<file path="config.mk">
export PLATFORM = sky130hd
export DESIGN_NAME = sevenseg_display_driver_flat
export DESIGN_NICKNAME = d
export VERILOG_FILES = /design/src/rtl/sevenseg_display_driver_if.sv /design/src/rtl/sevenseg_display_driver.sv /design/src/flat_wrapper.sv
export SDC_FILE = /design/constraint.sdc
export NUM_CORES = 1
export LEC_CHECK = 0
export CAP_MARGIN = 30
export CORE_ASPECT_RATIO = 1.4
export CORE_UTILIZATION = 50
export CTS_CLUSTER_SIZE = 24
export DETAILED_ROUTE_END_ITERATION = 8
export GPL_TIMING_DRIVEN = 0
export PLACE_DENSITY = 0.79
export SKIP_CTS_REPAIR_TIMING = 1
export SYNTH_ARGS = -nofsm -noshare
export SYNTH_HDL_FRONTEND = slang
export SYNTH_SLANG_ARGS = --single-unit
export TNS_END_PERCENT = 5
</file>
<file path="constraint.sdc">
create_clock -name clk -period 3.9 [get_ports clk]
set_input_delay 0.585 -clock clk [delete_from_list [all_inputs] [get_ports clk]]
set_output_delay 0.585 -clock clk [all_outputs]
set_load 0.05 [all_outputs]
</file>
<file path="src/rtl/sevenseg_display_driver_if.sv">
// Display-side signal bundle for the seven-segment driver: the value/blanking
// controls coming in and the multiplexed anode/segment drive going out.
interface sevenseg_display_driver_if;
    logic [15:0] display_value;
    logic        blank_lz;
    logic [3:0]  an;
    logic [6:0]  seg;
    logic        dp;
    logic        frame_done;

    modport master (
        output display_value,
        output blank_lz,
        input  an,
        input  seg,
        input  dp,
        input  frame_done
    );

    modport slave (
        input  display_value,
        input  blank_lz,
        output an,
        output seg,
        output dp,
        output frame_done
    );
endinterface

</file>
<file path="src/rtl/sevenseg_display_driver.sv">
// Time-multiplexes a 16-bit value as four hex digits onto a common-anode
// seven-segment display, with frame-aligned capture, leading-zero blanking and an anode-off guard.
module sevenseg_display_driver #(
    parameter int REFRESH_DIV  = 100000,
    parameter int BLANK_CYCLES = 16
) (
    input  logic                         clk,
    input  logic                         reset,
    sevenseg_display_driver_if.slave     bus
);

    localparam int CW = (REFRESH_DIV > 2) ? $clog2(REFRESH_DIV) : 1;

    logic [CW-1:0] div_cnt;
    logic [1:0]    digit_sel;
    logic [15:0]   shadow;
    logic          tick;
    logic          guard;
    logic [1:0]    lead;
    logic          blanked;
    logic [3:0]    nibble;
    logic [3:0]    an_next;
    logic [6:0]    seg_next;

    // Active-low segment pattern {g,f,e,d,c,b,a} for one hex digit.
    function automatic logic [6:0] decode(input logic [3:0] value);
        case (value)
            4'h0:    decode = 7'h40;
            4'h1:    decode = 7'h79;
            4'h2:    decode = 7'h24;
            4'h3:    decode = 7'h30;
            4'h4:    decode = 7'h19;
            4'h5:    decode = 7'h12;
            4'h6:    decode = 7'h02;
            4'h7:    decode = 7'h78;
            4'h8:    decode = 7'h00;
            4'h9:    decode = 7'h10;
            4'hA:    decode = 7'h08;
            4'hB:    decode = 7'h03;
            4'hC:    decode = 7'h46;
            4'hD:    decode = 7'h21;
            4'hE:    decode = 7'h06;
            default: decode = 7'h0E;
        endcase
    endfunction

    assign tick = (div_cnt == CW'(REFRESH_DIV - 1));

    generate
        if (BLANK_CYCLES == 0) begin : g_no_guard
            assign guard = 1'b0;
        end else begin : g_guard
            assign guard = ({1'b0, div_cnt} < (CW + 1)'(BLANK_CYCLES));
        end
    endgenerate

    // Scan state: slot divider, digit pointer and frame-aligned shadow copy.
    always_ff @(posedge clk or posedge reset) begin
        if (reset) begin
            div_cnt        <= '0;
            digit_sel      <= 2'd0;
            shadow         <= 16'h0000;
            bus.frame_done <= 1'b0;
        end else begin
            bus.frame_done <= 1'b0;
            if (tick) begin
                div_cnt   <= '0;
                digit_sel <= digit_sel + 2'd1;
                if (digit_sel == 2'd3) begin
                    shadow         <= bus.display_value;
                    bus.frame_done <= 1'b1;
                end
            end else begin
                div_cnt <= div_cnt + CW'(1);
            end
        end
    end

    always_comb begin
        lead = 2'd0;
        if (shadow[15:12] != 4'h0)     lead = 2'd3;
        else if (shadow[11:8] != 4'h0) lead = 2'd2;
        else if (shadow[7:4] != 4'h0)  lead = 2'd1;
    end

    assign blanked = bus.blank_lz && (digit_sel > lead);

    always_comb begin
        case (digit_sel)
            2'd0:    nibble = shadow[3:0];
            2'd1:    nibble = shadow[7:4];
            2'd2:    nibble = shadow[11:8];
            default: nibble = shadow[15:12];
        endcase
    end

    // Segments stay driven through the guard interval; only the anodes go dark.
    always_comb begin
        an_next  = ~(4'b0001 << digit_sel);
        seg_next = decode(nibble);
        if (blanked) begin
            an_next  = 4'b1111;
            seg_next = 7'h7F;
        end else if (guard) begin
            an_next  = 4'b1111;
        end
    end

    always_ff @(posedge clk or posedge reset) begin
        if (reset) begin
            bus.an  <= 4'b1111;
            bus.seg <= 7'h7F;
        end else begin
            bus.an  <= an_next;
            bus.seg <= seg_next;
        end
    end

    assign bus.dp = 1'b1;

endmodule

</file>
<file path="src/flat_wrapper.sv">
// flat-port wrapper written by rule: the top's interface ports become plain ports
module sevenseg_display_driver_flat 
#(
    parameter int REFRESH_DIV  = 100000,
    parameter int BLANK_CYCLES = 16
)
  (clk, reset, bus_display_value, bus_blank_lz, bus_an, bus_seg, bus_dp, bus_frame_done);
  sevenseg_display_driver_if bus_i ();
  input  logic clk;
  input  logic reset;
  input wire logic [$bits(bus_i.display_value)-1:0] bus_display_value;
  input wire logic [$bits(bus_i.blank_lz)-1:0] bus_blank_lz;
  output wire logic [$bits(bus_i.an)-1:0] bus_an;
  output wire logic [$bits(bus_i.seg)-1:0] bus_seg;
  output wire logic [$bits(bus_i.dp)-1:0] bus_dp;
  output wire logic [$bits(bus_i.frame_done)-1:0] bus_frame_done;
  assign bus_i.display_value = bus_display_value;
  assign bus_i.blank_lz = bus_blank_lz;
  assign bus_an = bus_i.an;
  assign bus_seg = bus_i.seg;
  assign bus_dp = bus_i.dp;
  assign bus_frame_done = bus_i.frame_done;
  sevenseg_display_driver #(.REFRESH_DIV(REFRESH_DIV), .BLANK_CYCLES(BLANK_CYCLES)) u_core (.clk(clk), .reset(reset), .bus(bus_i));
endmodule
</file>
# After elaboration in Yosys (flattened, before gate mapping)
# Memories as Yosys holds them, arrays and structs flattened.
# Index checks and enable logic that the tools add are counted.
dict set report word_totals {
  in_bits 19
  latchBits 0
  elab_cells 33
  rom_bits 112
  regBits 47
  mem_count 1
  out_inout_bits 13
  ram_bits 0
}
dict set report classes {
  n_mux 10
  n_bitwise 1
  reduce_logical 6
  shifts 1
  n_eq_ne 4
  n_mul 0
  n_div 0
  n_lt_le_gt_ge 2
  addsub 2
}
# memory depth width rd rd_clocked_by_memory_dff wr line_no
set mem_list {}
lappend mem_list {{(name not given)} 16 7 1 0 0 sevenseg_display_driver.sv:27} ;# case (value)
# cell n
set ops {}
lappend ops {{17-bit by 1-bit adder with 17-bit output, second input constant} 1}
lappend ops {{17-bit equality test, second input constant} 1}
lappend ops {{17-bit by 5-bit < comparator with 1-bit output, second input constant} 1}
lappend ops {{17-bit two-way mux} 1}
lappend ops {{4-bit case mux with 3 select lines} 1}
lappend ops {{4-bit nonzero test} 3}
lappend ops {{4-bit two-way mux} 2}
lappend ops {{7-bit two-way mux} 1}
lappend ops {{2-bit equality test, second input constant} 2}
lappend ops {{2-bit two-way mux} 2}
lappend ops {{4-bit inverter} 1}
lappend ops {{1-bit by 2-bit << shifter with 4-bit output, first input constant} 1}
lappend ops {{1-bit two-way mux} 3}
lappend ops {{2-bit by 1-bit adder with 2-bit output, second input constant} 1}
lappend ops {{2-bit by 1-bit equality test with 1-bit output, second input constant} 1}
lappend ops {{2-bit > comparator} 1}
lappend ops {{2-bit logical NOT} 1}
lappend ops {{2-bit AND reduction} 1}
lappend ops {{1-bit logical AND} 1}

# Longest topological paths before layout
dict set report depth {
  word_depth 7
  depth_mapped 10
  mapped_depth_nobuf 10
}

# Worst setup path after synthesis
# Ideal clock, no wire load.
dict set report synth_path {
  kind {register -> register}
  from {register u_core.digit_sel[0]}
  to {register u_core.bus.seg[3]}
  setup_slack_ns 1.730
  path_buffers 0
  period_less_slack_ns 2.170
  setup_time_ns 0.105
  arrival_ns 2.065
  stages_incl_launch_ff 10
  required_ns 3.795
  cell_sequence {dfrtp_1 -> inv_1 -> ha_1 -> a222oi_1 -> nand2_1 -> o21ai_0 -> inv_1 -> ha_1 -> a2111oi_0 -> a41oi_1}
}
dict set report synth_between {
  elab_chain_len 4
  elab_cells_between_ends 8
  classes_between {order compare (1); eq/ne (2); mux (2); reduce/logical (2); memory (1)}
}
# item line_no
set synth_lines {}
lappend synth_lines {{start, declared} sevenseg_display_driver.sv:15} ;# logic [1:0] digit_sel;
lappend synth_lines {{start signal, assigned} sevenseg_display_driver.sv:68} ;# digit_sel <= digit_sel + 2'd1;
lappend synth_lines {{2-bit equality test (tied with other cells)} sevenseg_display_driver.sv:89} ;# case (digit_sel)
lappend synth_lines {{4-bit case mux with 3 select lines} sevenseg_display_driver.sv:89}
lappend synth_lines {{memory 16 x 7 bit} --}
lappend synth_lines {{7-bit two-way mux *} sevenseg_display_driver.sv:101} ;# if (blanked) begin
lappend synth_lines {{named net u_core.seg_next[3]} sevenseg_display_driver.sv:23} ;# logic [6:0] seg_next;
lappend synth_lines {{end signal, assigned} sevenseg_display_driver.sv:115} ;# bus.seg <= seg_next;
lappend synth_lines {{end, declared} sevenseg_display_driver_if.sv:24} ;# output seg,
# Mark *: on every way through the listed nets, which the timed path passes. The rest lies on a longest branch.
# A chain may end at the register's enable or synchronous reset.

# Worst setup path in the final report
dict set report layout_path {
  from {register u_core.digit_sel[1]}
  to {register u_core.bus.seg[3]}
}
# The elaborated chain is that of the path after synthesis.

==> impl_metrics.tcl <==
set metrics [dict create \
    cts_buffer_depth 2 \
    slowest_delay_ns 0.43 \
    hold_viol_final 0 \
    grt_usage 0.2061 \
    crit_fanout 6 \
    crit_end "u_core.bus.seg[3]" \
    htreeDepth 2 \
    postSynthAreaPerCell_um2 11.36 \
    synth_nets 239 \
    critPathKind "reg -> reg" \
    cts_root_buffer "clkbuf_8" \
    antenna_found_initial 0 \
    numPortBuffers 30 \
    leakage_nw 1.317 \
    synth_edf_count 0 \
    ioPinCount 32 \
    regToRegStartpoint "u_core.digit_sel[1]" \
    fin_crit_ns 2.537 \
    vdd_ir_drop_max_v 0.0002313 \
    rsz0062_at_grt "no" \
    cts_sinks 47 \
    clk_pin_slew_ns 0.08 \
    crit_buf_inv 2 \
    cp-startpoint "u_core.digit_sel[1]" \
    core_area_um2 4536 \
    drive_gt1_frac 0.1748 \
    post_synth_num_cell_types 42 \
    r2r_cells 9 \
    ys_ff_latch 47 \
    drv_cap 0 \
    totalWireLength_mm 4.415 \
    arrival_ns 2.74 \
    detail_route.wl_per_cell_um 14.33 \
    cp_slowest_cell "dfrtp_1" \
    syn-cell-area_um2 2351 \
    dp_slack_ns 1.399 \
    yosysSeqAreaShare 0.5061 \
    dpl.hpwl_mm 3.314 \
    num_antenna_cells 0 \
    viasPerCell 5.442 \
    syn2layout_area_growth_pct 21.18 \
    grt_max_degree 46 \
    ys_warn_count 0 \
    r2r_end "u_core.bus.seg[3]" \
    p_per_area_nw_per_um2 328.3 \
    cts_made_buffers 5 \
    finalCritPeriodShare 0.6504 \
    worst-slew-pin-transition_ns 0.7625 \
    slew_viol_final 0 \
    drc 0 \
    max_freq_mhz 394.2 \
    fin_util 0.6281 \
    crit_family "compound AO/OA/AOI/OAI gates" \
    relSlewSlack 0.4863 \
    gp_congestion 0.7979 \
    drtIter0Drc 107 \
    die_area_um2 4984 \
    die_h_um 83.14 \
    ys_async_sr_fraction 1.000 \
    crit_path_end_kind "register" \
    ys.flop_type "dfrtp_1" \
    hp-class "reg -> reg" \
    worstPathRequired_ns 4.11 \
    ant_nets 0 \
    drt_pass1_iterations 4 \
    start_kind "register" \
    grt_pass1_vias 1699 \
    status "complete, no violations" \
    clock_skew_ns 0.006337 \
    floorplan.initialDensity 0.5183 \
    overflow 0 \
    path_cells "inv_1 > ha_1 > a222oi_1 > nand2_1 > o21ai_0 > inv_1 > ha_1 > a2111oi_0 > a41oi_1" \
    path_depth 9 \
    cts_tree "yes" \
    layout_commonest_cell "dfrtp_1" \
    layout.cells.most_common_list "dfrtp_1, clkdlybuf4s50_1, nand2_1, nor2_1, ha_1" \
    netlist_instances 207 \
    rrSetupSlack_ns 1.36 \
    setup_viol 0 \
    setup_tns_ns 0 \
    vias 1676 \
    fin_nets 277 \
    setup_ws_ns 1.363 \
    die_x_um 59.96 \
    rows 29 \
    clk_latency_ns 0.30 \
    grt_pass1_wl_mm 7.590 \
]
## cells in the mapped netlist (2+ instances only)
| cell | number | share of area |
|---|---|---|
| o21ai_0 | 8 | 0.017 |
| a21oi_1 | 3 | 0.0064 |
| mux2_4 | 10 | 0.064 |
| nand4_1 | 4 | 0.011 |
| or4_1 | 3 | 0.0096 |
| mux2_2 | 5 | 0.024 |
| and3_1 | 2 | 0.0053 |
| nand3_1 | 8 | 0.017 |
| mux2i_1 | 3 | 0.013 |
| clkbuf_1 | 2 | 0.0032 |
| o221ai_1 | 3 | 0.011 |
| or2_2 | 2 | 0.0053 |
| ha_1 | 13 | 0.069 |
| nor2b_1 | 3 | 0.0080 |
| nor2_1 | 18 | 0.029 |
| a222oi_1 | 4 | 0.017 |
| nand2_1 | 18 | 0.029 |
| nor3_1 | 2 | 0.0043 |
| dfstp_2 | 11 | 0.12 |
| dfrtp_1 | 36 | 0.38 |
| or3_1 | 2 | 0.0053 |
| xor2_1 | 7 | 0.026 |
| nor4_1 | 3 | 0.0080 |
| xnor2_1 | 9 | 0.034 |
| inv_1 | 11 | 0.018 |
## layout make-up
| class | instances | area, um2 |
|---|---|---|
| multi-input combinational | 143 | 1085 |
| tap | 62 | 77.57 |
| sequential | 47 | 1190 |
| buffer | 5 | 31.28 |
| timing repair buffer | 31 | 320.3 |
| inverter | 12 | 45.04 |
| fill | 369 | 1687 |
| clock buffer | 8 | 100.1 |
## per-stage QoR
step | instances | hold WS [ns] | power [W] | cell area (um2)
final | 308 | 0.4833 | 0.0009353 | 2849
after global routing | 308 | 0.5081 | 0.0009763 | 2849
after CTS | 308 | 0.4838 | 0.0009448 | 2849
after detailed placement | 300 | 0.4729 | 0.0006293 | 2749
after global placement | 299 | 0.4638 | 0.0006243 | 2729
after floorplan | 207 | 0.4460 | 0.0005850 | 2351
## worst min path at each step
| stage | startpoint | to | depth (start not counted) |
|---|---|---|---|
| finish | u_core.div_cnt[0] | u_core.div_cnt[0] | 1 |
| global route | u_core.div_cnt[0] | u_core.div_cnt[0] | 1 |
| CTS | u_core.div_cnt[0] | u_core.div_cnt[0] | 1 |
| detailed placement | u_core.div_cnt[0] | u_core.div_cnt[0] | 1 |
| global placement | u_core.div_cnt[0] | u_core.div_cnt[0] | 1 |
| floorplan | u_core.div_cnt[0] | u_core.div_cnt[0] | 1 |
## where the power goes
group	total [W]	switching, W	internal [W]
combinational	0.000106	0.0000574	0.0000486
sequential	0.000513	0.00000797	0.000505
clock	0.000316	0.000154	0.000162
## per-layer routing
metal  global-route usage  share of wire
met4              0.09091          0.022
met5                    0              0
met3              0.04517          0.037
met2               0.3525           0.54
met1               0.2377           0.40
## sequential cells by signal (all words and copies together), names as in the netlist
register / flops
u_core.digit_sel: 2
u_core.bus.seg: 7
u_core.shadow: 16
u_core.bus.frame_done: 1
u_core.bus.an: 4
u_core.div_cnt: 17
## logic make-up after synthesis
| family | count (synthesis) | synth area share |
|---|---|---|
| adders and majority gates | 13 | 0.06919 |
| other | 1 | 0.001595 |
| buffers and inverters | 17 | 0.03246 |
| AOI/OAI and AO/OA | 26 | 0.07984 |
| DFF | 47 | 0.5061 |
| and+or+nand+nor | 69 | 0.1506 |
| muxes | 18 | 0.1006 |
| xor gates and xnor gates | 16 | 0.05961 |
No activity file was read; power rests on OpenSTA's default activity.
